--- config.mk ---
export PLATFORM = sky130hd
export DESIGN_NAME = ifu_fetch_flat
export DESIGN_NICKNAME = d
export VERILOG_FILES = /design/src/rtl/ifu_fetch_if.sv /design/src/rtl/ifu_fetch.sv /design/src/flat_wrapper.sv
export SDC_FILE = /design/constraint.sdc
export NUM_CORES = 1
export LEC_CHECK = 0
export BUFFER_PORTS_ARGS = -buffer_cell sky130_fd_sc_hd__buf_4
export CORE_ASPECT_RATIO = 0.5
export CORE_MARGIN = 5
export CORE_UTILIZATION = 51
export CTS_CLUSTER_SIZE = 28
export DETAILED_ROUTE_END_ITERATION = 10
export HOLD_SLACK_MARGIN = 0.03
export PLACE_DENSITY = 0.72
export SLEW_MARGIN = 20
export SYNTH_ARGS = -nofsm -noshare
export SYNTH_HDL_FRONTEND = slang
export SYNTH_SLANG_ARGS = --single-unit
export TNS_END_PERCENT = 20
--- constraint.sdc ---
create_clock -name clk_i -period 7.9 [get_ports clk_i]
set_input_delay 1.185 -clock clk_i [delete_from_list [all_inputs] [get_ports clk_i]]
set_output_delay 1.185 -clock clk_i [all_outputs]
set_load 0.02 [all_outputs]
--- src/rtl/ifu_fetch_if.sv ---
// Fetch-unit bus bundle: SRAM read port, redirect input and decode handshake.
// The master side is the fetch unit; the slave side is the SRAM + decode environment.
interface ifu_fetch_if;
  logic        sram_enable_o;
  logic [31:0] sram_addr_o;
  logic [31:0] sram_data_i;
  logic        redirect_valid_i;
  logic [31:0] redirect_pc_i;
  logic        inst_valid_o;
  logic        inst_ready_i;
  logic [31:0] inst_o;
  logic [31:0] inst_pc_o;

  modport master (
    output sram_enable_o, sram_addr_o, inst_valid_o, inst_o, inst_pc_o,
    input  sram_data_i, redirect_valid_i, redirect_pc_i, inst_ready_i
  );

  modport slave (
    input  sram_enable_o, sram_addr_o, inst_valid_o, inst_o, inst_pc_o,
    output sram_data_i, redirect_valid_i, redirect_pc_i, inst_ready_i
  );
endinterface

--- src/rtl/ifu_fetch.sv ---
// Instruction fetch unit: owns the PC, issues 1-cycle-latency SRAM reads,
// buffers returned words in a 2-entry FIFO and hands them to decode.
// Redirects flush the buffer and kill the read already in flight.
// Optional macro IFU_BYPASS_EN: a live response arriving while the buffer
// is empty is presented to decode in the same cycle (1-cycle latency).

// Overflow watchdog: a push into a full buffer means the issue rule is broken.
module ifu_fetch_chk #(
  parameter int unsigned FIFO_DEPTH = 2
) (
  input logic       i_clk,
  input logic       i_rst,
  input logic       i_push,
  input logic [1:0] i_count
);
  localparam logic [1:0] FULL_C = 2'(FIFO_DEPTH);

  a_no_overflow: assert property (@(posedge i_clk) disable iff (i_rst)
    !(i_push && (i_count == FULL_C)));
endmodule

module ifu_fetch #(
  parameter logic [31:0] RESET_PC   = 32'h8000_0000,
  parameter int unsigned FIFO_DEPTH = 2
) (
  input logic         clk_i,
  input logic         rst_i,
  ifu_fetch_if.master bus
);
  localparam logic [0:0] ST_BOOT = 1'b0;
  localparam logic [0:0] ST_RUN  = 1'b1;
  localparam logic [2:0] DEPTH_C = 3'(FIFO_DEPTH);

  logic [0:0]  r_state;
  logic [31:0] r_pc;
  logic [31:0] r_req_pc;
  logic        r_inflight;
  logic        r_kill;
  logic [31:0] r_mem_data [2];
  logic [31:0] r_mem_pc   [2];
  logic        r_rd_ptr;
  logic        r_wr_ptr;
  logic [1:0]  r_count;

  logic        w_head_valid;
  logic        w_resp_live;
  logic        w_bypass;
  logic        w_valid;
  logic [31:0] w_inst;
  logic [31:0] w_inst_pc;
  logic        w_pop;
  logic        w_fifo_pop;
  logic        w_push;
  logic [2:0]  w_occ;
  logic        w_issue;
  logic        w_unused_ok;

  // Redirect targets are word aligned; the low bits are deliberately dropped.
  assign w_unused_ok = &{1'b0, bus.redirect_pc_i[1:0]};

  // Head selection, handshake, push/pop and issue decisions for this cycle.
  always_comb begin
    w_head_valid = (r_count != 2'd0);
    w_resp_live  = r_inflight & ~r_kill & ~bus.redirect_valid_i;
`ifdef IFU_BYPASS_EN
    w_bypass     = ~w_head_valid & w_resp_live;
`else
    w_bypass     = 1'b0;
`endif
    if (w_head_valid) begin
      w_valid   = 1'b1;
      w_inst    = r_mem_data[r_rd_ptr];
      w_inst_pc = r_mem_pc[r_rd_ptr];
    end else if (w_bypass) begin
      w_valid   = 1'b1;
      w_inst    = bus.sram_data_i;
      w_inst_pc = r_req_pc;
    end else begin
      w_valid   = 1'b0;
      w_inst    = 32'h0000_0000;
      w_inst_pc = 32'h0000_0000;
    end
    w_pop      = w_valid & bus.inst_ready_i;
    w_fifo_pop = w_pop & w_head_valid;
    // A bypassed word taken by decode this cycle never enters the buffer.
    w_push     = w_resp_live & ~(w_bypass & bus.inst_ready_i);
    // Projected occupancy: buffered words minus the one leaving, plus the read in flight.
    w_occ      = {1'b0, r_count} + {2'b00, r_inflight} - {2'b00, w_pop};
    w_issue    = (r_state == ST_RUN) & ~bus.redirect_valid_i & (w_occ < DEPTH_C);
  end

  assign bus.sram_enable_o = w_issue;
  assign bus.sram_addr_o   = w_issue ? r_pc : 32'h0000_0000;
  assign bus.inst_valid_o  = w_valid;
  assign bus.inst_o        = w_inst;
  assign bus.inst_pc_o     = w_inst_pc;

  // Boot sequencing: one idle cycle after reset, then fetch forever.
  always_ff @(posedge clk_i or posedge rst_i) begin
    if (rst_i) begin
      r_state <= ST_BOOT;
    end else begin
      case (r_state)
        ST_BOOT: r_state <= ST_RUN;
        ST_RUN:  r_state <= ST_RUN;
        default: r_state <= ST_BOOT;
      endcase
    end
  end

  // PC, in-flight tracking and kill of the read outstanding at a redirect.
  always_ff @(posedge clk_i or posedge rst_i) begin
    if (rst_i) begin
      r_pc       <= RESET_PC;
      r_req_pc   <= 32'h0000_0000;
      r_inflight <= 1'b0;
      r_kill     <= 1'b0;
    end else begin
      r_inflight <= w_issue;
      r_kill     <= bus.redirect_valid_i & r_inflight;
      if (bus.redirect_valid_i) begin
        r_pc <= {bus.redirect_pc_i[31:2], 2'b00};
      end else if (w_issue) begin
        r_pc     <= r_pc + 32'd4;
        r_req_pc <= r_pc;
      end
    end
  end

  // Instruction buffer: two entries with wrapping pointers, flushed on redirect.
  always_ff @(posedge clk_i or posedge rst_i) begin
    if (rst_i) begin
      r_rd_ptr      <= 1'b0;
      r_wr_ptr      <= 1'b0;
      r_count       <= 2'd0;
      r_mem_data[0] <= 32'h0000_0000;
      r_mem_data[1] <= 32'h0000_0000;
      r_mem_pc[0]   <= 32'h0000_0000;
      r_mem_pc[1]   <= 32'h0000_0000;
    end else if (bus.redirect_valid_i) begin
      r_rd_ptr <= 1'b0;
      r_wr_ptr <= 1'b0;
      r_count  <= 2'd0;
    end else begin
      if (w_push) begin
        r_mem_data[r_wr_ptr] <= bus.sram_data_i;
        r_mem_pc[r_wr_ptr]   <= r_req_pc;
        r_wr_ptr             <= ~r_wr_ptr;
      end
      if (w_fifo_pop) begin
        r_rd_ptr <= ~r_rd_ptr;
      end
      r_count <= r_count + {1'b0, w_push} - {1'b0, w_fifo_pop};
    end
  end

  ifu_fetch_chk #(.FIFO_DEPTH(FIFO_DEPTH)) u_chk (
    .i_clk   (clk_i),
    .i_rst   (rst_i),
    .i_push  (w_push),
    .i_count (r_count)
  );
endmodule
--- src/flat_wrapper.sv ---
// flat-port wrapper written by rule: the top's interface ports become plain ports
module ifu_fetch_flat 
#(
  parameter logic [31:0] RESET_PC   = 32'h8000_0000,
  parameter int unsigned FIFO_DEPTH = 2
)
  (clk_i, rst_i, bus_sram_enable_o, bus_sram_addr_o, bus_inst_valid_o, bus_inst_o, bus_inst_pc_o, bus_sram_data_i, bus_redirect_valid_i, bus_redirect_pc_i, bus_inst_ready_i);
  ifu_fetch_if bus_i ();
  input logic clk_i;
  input logic rst_i;
  output wire logic [$bits(bus_i.sram_enable_o)-1:0] bus_sram_enable_o;
  output wire logic [$bits(bus_i.sram_addr_o)-1:0] bus_sram_addr_o;
  output wire logic [$bits(bus_i.inst_valid_o)-1:0] bus_inst_valid_o;
  output wire logic [$bits(bus_i.inst_o)-1:0] bus_inst_o;
  output wire logic [$bits(bus_i.inst_pc_o)-1:0] bus_inst_pc_o;
  input wire logic [$bits(bus_i.sram_data_i)-1:0] bus_sram_data_i;
  input wire logic [$bits(bus_i.redirect_valid_i)-1:0] bus_redirect_valid_i;
  input wire logic [$bits(bus_i.redirect_pc_i)-1:0] bus_redirect_pc_i;
  input wire logic [$bits(bus_i.inst_ready_i)-1:0] bus_inst_ready_i;
  assign bus_sram_enable_o = bus_i.sram_enable_o;
  assign bus_sram_addr_o = bus_i.sram_addr_o;
  assign bus_inst_valid_o = bus_i.inst_valid_o;
  assign bus_inst_o = bus_i.inst_o;
  assign bus_inst_pc_o = bus_i.inst_pc_o;
  assign bus_i.sram_data_i = bus_sram_data_i;
  assign bus_i.redirect_valid_i = bus_redirect_valid_i;
  assign bus_i.redirect_pc_i = bus_redirect_pc_i;
  assign bus_i.inst_ready_i = bus_inst_ready_i;
  ifu_fetch #(.RESET_PC(RESET_PC), .FIFO_DEPTH(FIFO_DEPTH)) u_core (.clk_i(clk_i), .rst_i(rst_i), .bus(bus_i));
endmodule
==> results of run 1 <==
layout make-up:
| cell class | count | area, um^2 | area share [%] |
|---|---|---|---|
| flip-flops and latches | 191 | 4780 | 43.9 |
| multi-input cells | 481 | 3930 | 36.0 |
| repair buffers | 166 | 1250 | 11.4 |
| clock buffers | 17 | 425 | 3.91 |
| well taps | 234 | 293 | 2.69 |
| clock inverters | 15 | 166 | 1.53 |
| inverters | 12 | 52.6 | 0.482 |
state kept, by name, summed over array words and instances, names as in the netlist, 2 cells and up:
signal             count
u_core.r_mem_pc       60
u_core.r_pc           30
u_core.r_req_pc       30
u_core.r_mem_data     64
u_core.r_count         2
placed cells by master (no fill, tap or decap), types with 2 or more instances in the layout:
cell type | Yosys | layout
sky130_fd_sc_hd__and4_1 | 2 | 2
sky130_fd_sc_hd__and2_1 | 28 | 27
sky130_fd_sc_hd__nand2_1 | 36 | 36
sky130_fd_sc_hd__buf_4 | 7 | 166
sky130_fd_sc_hd__mux2i_1 | 63 | 63
sky130_fd_sc_hd__nand3_1 | 10 | 10
sky130_fd_sc_hd__xor2_1 | 17 | 17
sky130_fd_sc_hd__nor3_1 | 5 | 4
sky130_fd_sc_hd__nand4_1 | 14 | 14
sky130_fd_sc_hd__nor4_1 | 5 | 5
sky130_fd_sc_hd__xnor2_1 | 15 | 15
sky130_fd_sc_hd__inv_1 | 12 | 11
sky130_fd_sc_hd__mux2_1 | 34 | 34
sky130_fd_sc_hd__inv_8 | 0 | 5
sky130_fd_sc_hd__clkinv_4 | 0 | 3
sky130_fd_sc_hd__o21ai_0 | 16 | 16
sky130_fd_sc_hd__ha_1 | 4 | 4
sky130_fd_sc_hd__and3_1 | 4 | 4
sky130_fd_sc_hd__inv_6 | 0 | 5
sky130_fd_sc_hd__conb_1 | 2 | 5
sky130_fd_sc_hd__dfrtp_1 | 190 | 189
sky130_fd_sc_hd__nor3_2 | 1 | 2
sky130_fd_sc_hd__o21ai_1 | 12 | 12
sky130_fd_sc_hd__nor2_1 | 75 | 74
sky130_fd_sc_hd__clkbuf_16 | 0 | 17
sky130_fd_sc_hd__nor4_4 | 3 | 3
sky130_fd_sc_hd__mux2_2 | 121 | 121
worst max-delay path, delay by kind of cell:
kind	cells	cell delay [ps]
XOR/XNOR	1	630
adder cells (fa/ha/maj)	2	680
buffers and inverters	3	540
AND/OR/NAND/NOR	4	630
where the power goes:
| part | internal, mW | switching [mW] | leakage [nW] | total [mW] |
|---|---|---|---|---|
| Combinational | 0.761 | 0.793 | 2.29 | 1.55 |
| Clock | 0.453 | 0.406 | 0.294 | 0.859 |
| Sequential | 1.36 | 0.255 | 2.41 | 1.62 |
| Total | 2.58 | 1.45 | 4.99 | 4.03 |
worst max path at each step:
stage	startpoint	to	slack (ps)	cells after the start
final	bus_inst_ready_i	bus_sram_addr_o[19]	3030	10
after global routing	bus_inst_ready_i	bus_sram_addr_o[19]	2910	10
after global placement	bus_inst_ready_i	bus_sram_addr_o[14]	3050	10
after floorplan	rst_i	u_core.r_count[0]$_DFF_PP0_	1520	1
after detailed placement	bus_inst_ready_i	bus_sram_addr_o[28]	3040	10
after CTS	bus_inst_ready_i	bus_sram_addr_o[19]	3030	10
logic make-up (layout without fill, tap and decap cells):
group	after synthesis	after routing	share of synthesized area [%]
other	2	5	0.0830
AOI/OAI and AO/OA	29	29	1.63
DFF	191	191	52.8
buffers and inverters	59	210	4.05
and+or+nand+nor	191	191	11.1
adders and majority gates	5	5	0.775
muxes	218	218	26.3
xor gates and xnor gates	33	33	3.28
metal layers:
layer | part of all wire (%) | vias to the layer above | global-route usage (%)
met2 | 50 | 112 | 32.3
met3 | 4.1 | 16 | 3.20
met5 | 0 | - | 0
met4 | 1.0 | 0 | 4.62
met1 | 45 | 2970 | 26.2
li1 | - | 2776 | -
stage by stage:
stage / util (%) / hold WS (ps)
floorplan: - / 457
global placement: 59.2 / 466
detailed placement: 59.2 / 474
CTS: 62.6 / 491
global route: 62.6 / 501
finish: 62.6 / 487
==> results.md, run 1 <==
- Maximum clock frequency: between 200 and 250 MHz
- Worst setup path category: input pin to output pin
- CTS root buf: sky130_fd_sc_hd__clkbuf_16
- Power density over the cells: around 370 mW/mm^2
- Critical-path maximum fanout: 32
- Clock Tree Buf Depth: 2
- First-pass GRT wire length: between 30000 and 40000 um
- Global routing usage summed across all routing layers: between 10% and 20%
- Classification of the worst-slack hold path: flop to flop
- Post-layout instance area: 0.0109 mm^2
- Sum of internal, switching and leakage power: roughly 4.0 mW
- Slowest cell delay on critical path: between 600 and 700 ps
- NumNets Final: 942
- Initial cell density of the core: 52.0%
- Area added between synthesis and finish: 20.4%
- Final HPWL DP: ~13000 um
- Minimum setup slack after placement: 3040 ps
- Final-layout setup total negative slack: 0 ps
- Number of warning messages in the yosys log: 0
- CTS buffer count: 17
- Final setup skew: ~10 ps
- Wirelength, routed: 19600 um
- Number of enable-type register cells in the synthesized netlist: 0
- WL/cell: 17.6 um
- Capturing element type of the critical path: output pin
- TritonCTS clock tree: done
- Count leader, synth: sky130_fd_sc_hd__dfrtp_1
- Drt drc: 0
- Final hold violation count: 0
- Std-Cell Core Area: 0.0174 mm^2
- Leakage: 4.99 nW
- Internal reg-to-reg setup slack: 4330 ps
- Maximum level of the CTS H-tree: 4
- Cell area after synthesis: 0.00905 mm^2
- Top-area cell type share of the netlist area: between 50 and 60%
- Cell-by-cell listing of the critical path: buf_4 > and2_1 > ha_1 > nand2b_1 > fa_1 > xor2_2 > nor3_2 > buf_4 > and2_1 > buf_4
- Result of the run: finished clean
- Last weighted congestion value of the routability-driven placer: a little under 0.8
- Synth Area per Inst: 12.4 um^2
- Number of core rows: 34
- Diodes inserted: 0
- DRT Pass-1 Iters: 4
- Clock insertion delay at the later pin of the skew report: between 400 and 500 ps
- Total of fill cells in the finished design: 1409
- Setup repair after global routing missed its margin: false
- Share of synthesized area occupied by flip-flops and latches: 52.8%
- Hold_buf cts: 0
- Top flip-flop cell by instance count after synthesis: sky130_fd_sc_hd__dfrtp_1
- Post-route antenna net violation count: 0
- Final non-filler cell total: 1116
- Largest area contributor in the netlist: sky130_fd_sc_hd__dfrtp_1
- Overall via count from detail_route: 5874
- Die boundary width: 198 um
- Final worst path period share: between 60% and 70%
- Most frequent cells after synthesis: sky130_fd_sc_hd__dfrtp_1 (190), sky130_fd_sc_hd__mux2_2 (121), sky130_fd_sc_hd__nor2_1 (75), sky130_fd_sc_hd__mux2i_1 (63), sky130_fd_sc_hd__nand2_1 (36)
- Maximum vdd drop: between 0.15 and 0.2 mV
- Via count normalized by instance count: roughly 5.3
- Measured slew at the worst slew-check pin: 964 ps
- Number of placed I/O pins: between 150 and 200
- Distinct cells, synth: 38
- Critical path launch point type: input pin
- Number of gates resized after CTS: 0
- Signal arrival time at the worst endpoint: about 3700 ps
- Final setup slack of the worst path: slightly above 3000 ps
- Final count of pins violating max slew: 0
- Most prevalent standard cell on the critical path: sky130_fd_sc_hd__buf_4
- Post-route minimum period: around 4900 ps
- Layout cell share with drive strength beyond 1: 37.9%
- Worst R2R Path Depth: 11
- Slowest CP cell: sky130_fd_sc_hd__xor2_2
- Max-cap violations: 0
- Number of buffers inserted by post-CTS setup repair: 0
- Clock transition at the register clock pins on the worst setup and hold paths after CTS: 70 ps
- Synth top area cells: sky130_fd_sc_hd__dfrtp_1 (53%), sky130_fd_sc_hd__mux2_2 (15%), sky130_fd_sc_hd__mux2i_1 (7.0%), sky130_fd_sc_hd__mux2_1 (4.2%), sky130_fd_sc_hd__nor2_1 (3.1%)
- Share of flip-flops with an asynchronous set or reset after synthesis: 100%
- Initial antenna violation count: 0
- CP required: around 6700 ps
- Initial detailed-routing violation count: 161
- Die outline area: between 0.02 and 0.025 mm^2
- Beginning of the worst register-to-register path: u_core.r_count[1]$_DFF_PP0_
- Total of buffers placed on input and output ports: 159
- Number of register bits inferred by synthesis: 191
- Number of global-route vias before repair: 6261
- Sink of the worst hold path: u_core.r_mem_data[35]$_DFFE_PP0P_
- Cell total after placement: 1084
- Placed instance area: 0.0103 mm^2
- Setup violations, final: 0
- Grt ovf: 0
- Min-Delay Startpoint: u_core.r_mem_data[35]$_DFFE_PP0P_
- DIE HEIGHT: ~100 um
- Cells after synthesis: approximately 730
- CTS Sinks: around 190
- Slew HR: ~36%
- Hold Path Stages: 1
- Endpoint of the worst-slack reg-to-reg timing path: u_core.r_pc[21]$_DFFE_PP0P_
- Pin count of the biggest net entering global routing: 123
(Power assumes the default switching activity.)
==> inputs of run 2 (changes only) <==
--- a/config.mk
+++ b/config.mk
@@ -5,6 +5,7 @@
 export SDC_FILE = /design/constraint.sdc
 export NUM_CORES = 1
 export LEC_CHECK = 0
+export ABC_AREA = 1
 export BUFFER_PORTS_ARGS = -buffer_cell sky130_fd_sc_hd__buf_4
 export CORE_ASPECT_RATIO = 0.5
 export CORE_MARGIN = 5
==> constraint.sdc (replaced) <==
create_clock -name clk_i -period 4.5 [get_ports clk_i]
set_input_delay 0.675 -clock clk_i [delete_from_list [all_inputs] [get_ports clk_i]]
set_output_delay 0.675 -clock clk_i [all_outputs]
set_load 0.02 [all_outputs]
==> run 2 against run 1 <==
  * Utilization down 1.3 points
  * Clock-buffer cell count up 6
  * Non-clock buffer count up 5
  * Critical endpoint is now bus_sram_addr_o[24]
==> results.md, run 2 <==
- Slowest cell delay on critical path: 520 ps (-110 ps)
- Final-layout setup total negative slack: 0 ps (unchanged)
- Maximum vdd drop: 0.321 mV (+82%)
- Top-area cell type share of the netlist area: 50.8% (-1.7 points)
- Distinct cells, synth: 32 (-16%)
- Critical-path maximum fanout: 35 (+9.4%)
- Number of enable-type register cells in the synthesized netlist: 0 (unchanged)
- Initial cell density of the core: 51.3% (-0.65 points)
- Worst setup path category: flop to output pin
- Initial detailed-routing violation count: 767 (+380%)
- Capturing element type of the critical path: output pin
- Number of register bits inferred by synthesis: 191 (unchanged)
- Number of buffers inserted by post-CTS setup repair: 0 (unchanged)
- Number of warning messages in the yosys log: 0 (unchanged)
- Post-route minimum period: a little over 4000 ps
- Synth Area per Inst: 7.71 um^2 (-38%)
- Largest area contributor in the netlist: sky130_fd_sc_hd__dfrtp_1
- Die boundary width: 202 um (+1.6%)
- CTS buffer count: 17 (unchanged)
- Logic gate share of total power: 36.2% (-2.4 points)
- Overall via count from detail_route: 8160 (+39%)
- NumNets Final: 1415 (+50%)
- Pin count of the biggest net entering global routing: 192 (+56%)
- Wirelength, routed: 24100 um (+23%)
- Number of gates resized after CTS: 0 (unchanged)
- Critical path launch point type: flop
- Max-cap violations: 0 (unchanged)
- DIE HEIGHT: 106 um (+1.5%)
- Final hold violation count: 0 (unchanged)
- Classification of the worst-slack hold path: input pin to async pin
- Post-route antenna net violation count: 0 (unchanged)
- Grt ovf: 0 (unchanged)
- Number of flip-flops under the largest register name: 64 (unchanged)
- Total of fill cells in the finished design: 1660 (+18%)
- Power density over the cells: 611 mW/mm^2 (+65%)
- Maximum level of the CTS H-tree: 4 (unchanged)
- Final setup skew: 8.87 ps (-1.33 ps)
- Layout cell share with drive strength beyond 1: 16.6% (-21 points)
- M1 wire length: 11600 um (+30%)
- Area added between synthesis and finish: 19.3%
- Signal arrival time at the worst endpoint: 3380 ps (-300 ps)
- Final count of pins violating max slew: 0 (unchanged)
- CTS root buf: sky130_fd_sc_hd__clkbuf_16
- Internal: 4.10 mW (+59%)
- Clock transition at the register clock pins on the worst setup and hold paths after CTS: 70 ps (about the same)
- Number of placed I/O pins: 166 (unchanged)
- Portion of total power attributed to sequential cells: 42.4% (+2.3 points)
- Result of the run: finished clean
- Die outline area: 0.0213 mm^2 (+3.2%)
- First-pass GRT wire length: 39800 um (+24%)
- Sw frac: 39.8% (+3.7 points)
- Setup violations, final: 0 (unchanged)
- Hold_buf cts: 0 (unchanged)
- Clock insertion delay at the later pin of the skew report: 420 ps (about the same)
- Share of flip-flops with an asynchronous set or reset after synthesis: 100% (unchanged)
- Number of core rows: 35 (+2.9%)
- Cell area after synthesis: 0.00935 mm^2 (+3.4%)
- WL/cell: 15.1 um (-14%)
- Net Switching: 2.71 mW (+87%)
- Highest-count cells in the layout ignoring fill and taps: sky130_fd_sc_hd__nand2_1 (405), sky130_fd_sc_hd__dfrtp_1 (189), sky130_fd_sc_hd__buf_4 (169)
- Setup repair after global routing missed its margin: false
- Clock Tree Buf Depth: 2 (unchanged)
- CP required: 3830 ps (-2880 ps)
- Final worst path period share: 90.2%
- Met2 WL: 11000 um (+13%)
- Sum of internal, switching and leakage power: 6.82 mW (+69%)
- Slowest CP cell: sky130_fd_sc_hd__dfrtp_1
- Total of buffers placed on input and output ports: 159 (unchanged)
- CTS Sinks: 191 (unchanged)
- Std-Cell Core Area: 0.0182 mm^2 (+4.7%)
- Leakage: 5.72 nW (+15%)
- Power share of the clock group: 21.3% (about the same)
- Via count normalized by instance count: 5.12 (-2.8%)
- Global routing usage summed across all routing layers: 22.9% (+3.6 points)
- Largest register by flop count: u_core.r_mem_data
- Synth top area cells: sky130_fd_sc_hd__dfrtp_1 (51%), sky130_fd_sc_hd__nand2_1 (16%), sky130_fd_sc_hd__o21ai_1 (5.7%), sky130_fd_sc_hd__inv_1 (5.6%), sky130_fd_sc_hd__a21oi_1 (4.0%)
- Maximum clock frequency: 246 MHz
- Registers with the highest flip-flop counts: u_core.r_mem_data x64, u_core.r_mem_pc x60
- Cell-by-cell listing of the critical path: nor2_4 > nor2_1 > ha_1 > or2_2 > fa_1 > nand2_1 > nor2_2 > nand2_2 > buf_4 > nor2_1 > buf_4
- Number of global-route vias before repair: 7705 (+23%)
- Drt drc: 0 (unchanged)
- Diodes inserted: 0 (unchanged)
- Final HPWL DP: 15800 um (+23%)
- Slew HR: 49.4% (+14 points)
- Most common library cell in the layout ignoring fill and taps: sky130_fd_sc_hd__nand2_1
- TritonCTS clock tree: done
- Met3 Wirelength: 1200 um (+50%)
- Most frequent cells after synthesis: sky130_fd_sc_hd__nand2_1 (405), sky130_fd_sc_hd__dfrtp_1 (190), sky130_fd_sc_hd__inv_1 (140), sky130_fd_sc_hd__o21ai_1 (107), sky130_fd_sc_hd__nor2_1 (84)
- Top flip-flop cell by instance count after synthesis: sky130_fd_sc_hd__dfrtp_1
- Last weighted congestion value of the routability-driven placer: 0.933 (+21%)
- Top metal layer carrying routed signals: met4
- Cells after synthesis: 1214 (+67%)
- Count leader, synth: sky130_fd_sc_hd__nand2_1
- DRT Pass-1 Iters: 6 (+2)
- Share of synthesized area occupied by flip-flops and latches: 51.1% (-1.7 points)
- Measured slew at the worst slew-check pin: 759 ps (-205 ps)
- Initial antenna violation count: 0 (unchanged)
==> run 2: cell count changes in the layout (fill, tap and decap cells not counted), moves of 12 or more <==
cell                       before  now
sky130_fd_sc_hd__o21bai_1       0   17
sky130_fd_sc_hd__xor2_1        17    1
sky130_fd_sc_hd__nand3_1       10   64
sky130_fd_sc_hd__nand4_1       14    1
sky130_fd_sc_hd__o21ai_1       12  107
sky130_fd_sc_hd__xnor2_1       15    1
sky130_fd_sc_hd__nand2_1       36  405
sky130_fd_sc_hd__and2_1        27    1
sky130_fd_sc_hd__mux2i_1       63    0
sky130_fd_sc_hd__inv_1         11  139
sky130_fd_sc_hd__a21oi_1        0   75
sky130_fd_sc_hd__mux2_1        34    0
sky130_fd_sc_hd__mux2_2       121    0
sky130_fd_sc_hd__o21ai_0       16   28
==> run 2: cells by family (layout without fill, tap and decap cells) <==
kind of cell	after synthesis	in the layout	synth area share [%]
flops	191	191	51.1
simple gates	567	567	24.3
compound gates	238	238	13.5
fa+ha+maj	5	5	0.749
other cells	2	5	0.0803
buf+inv	209	347	10.1
xor+xnor	2	2	0.187
==> run 2: worst paths after layout <==
kind                                                 start                                 to  slack [ps]  cells after the start
max                            u_core.r_count[1]$_DFF_PP0_                bus_sram_addr_o[24]         440                     11
min                                                  rst_i  u_core.r_mem_data[54]$_DFFE_PP0P_         310                      3
max reg2reg                    u_core.r_count[1]$_DFF_PP0_         u_core.r_pc[7]$_DFFE_PP0P_        1230                     13
min reg2reg                u_core.r_mem_pc[58]$_DFFE_PP0P_    u_core.r_mem_pc[58]$_DFFE_PP0P_         480                      2
max in group asynchronous                            rst_i        u_core.r_rd_ptr$_DFFE_PP0P_        3220                      4
min in group clk_i                    bus_redirect_pc_i[2]         u_core.r_pc[2]$_DFFE_PP0P_         470                      3
==> run 2: metal layers <==
| layer | vias up | global-route usage (%) |
|---|---|---|
| met4 | 0 | 5.02 |
| li1 | 4047 | - |
| met3 | 26 | 3.63 |
| met1 | 3842 | 34.1 |
| met5 | - | 0 |
| met2 | 245 | 35.6 |
==> run 2: critical path, delay by kind of cell (launching register included) <==
family	cells	cell delay [ps]
buffers and inverters	2	510
and+or+nand+nor	7	1150
adders and majority gates	2	780
DFF	1	520
==> run 2: final cells by class <==
cell class | instances | area, um^2 | area share, %
Clock buffer | 23 | 488 | 4.37
Clock inverter | 9 | 75.1 | 0.673
Inverter | 144 | 547 | 4.90
Multi-Input combinational cell | 817 | 3650 | 32.7
Sequential cell | 191 | 4780 | 42.9
Tap cell | 240 | 300 | 2.69
Timing Repair Buffer | 171 | 1320 | 11.8
==> run 2: power by group through the flow <==
| stage | logic [mW] | clock network [mW] | registers, mW |
|---|---|---|---|
| 6_report | 2.47 | 1.45 | 2.89 |
| 5_1_grt | 2.79 | 1.55 | 2.98 |
| 4_1_cts | 2.48 | 1.48 | 2.88 |
| 3_5_place_dp | 2.46 | 0 | 2.91 |
| 3_3_place_gp | 2.40 | 0 | 2.87 |
| 2_1_floorplan | 1.79 | 0 | 2.80 |
==> run 2: metrics by stage <==
| step | util, % | cell area, um^2 | hold WS, ps | std cells | setup WS (ps) |
|---|---|---|---|---|---|
| after floorplan | - | 9370 | 453 | 1217 | 1140 |
| after global placement | 58.0 | 10600 | 465 | 1562 | 678 |
| after detailed placement | 58.0 | 10600 | 469 | 1562 | 649 |
| after CTS | 61.1 | 11100 | 454 | 1594 | 425 |
| after global routing | 61.3 | 11200 | 343 | 1595 | 215 |
| final | 61.3 | 11200 | 311 | 1595 | 442 |
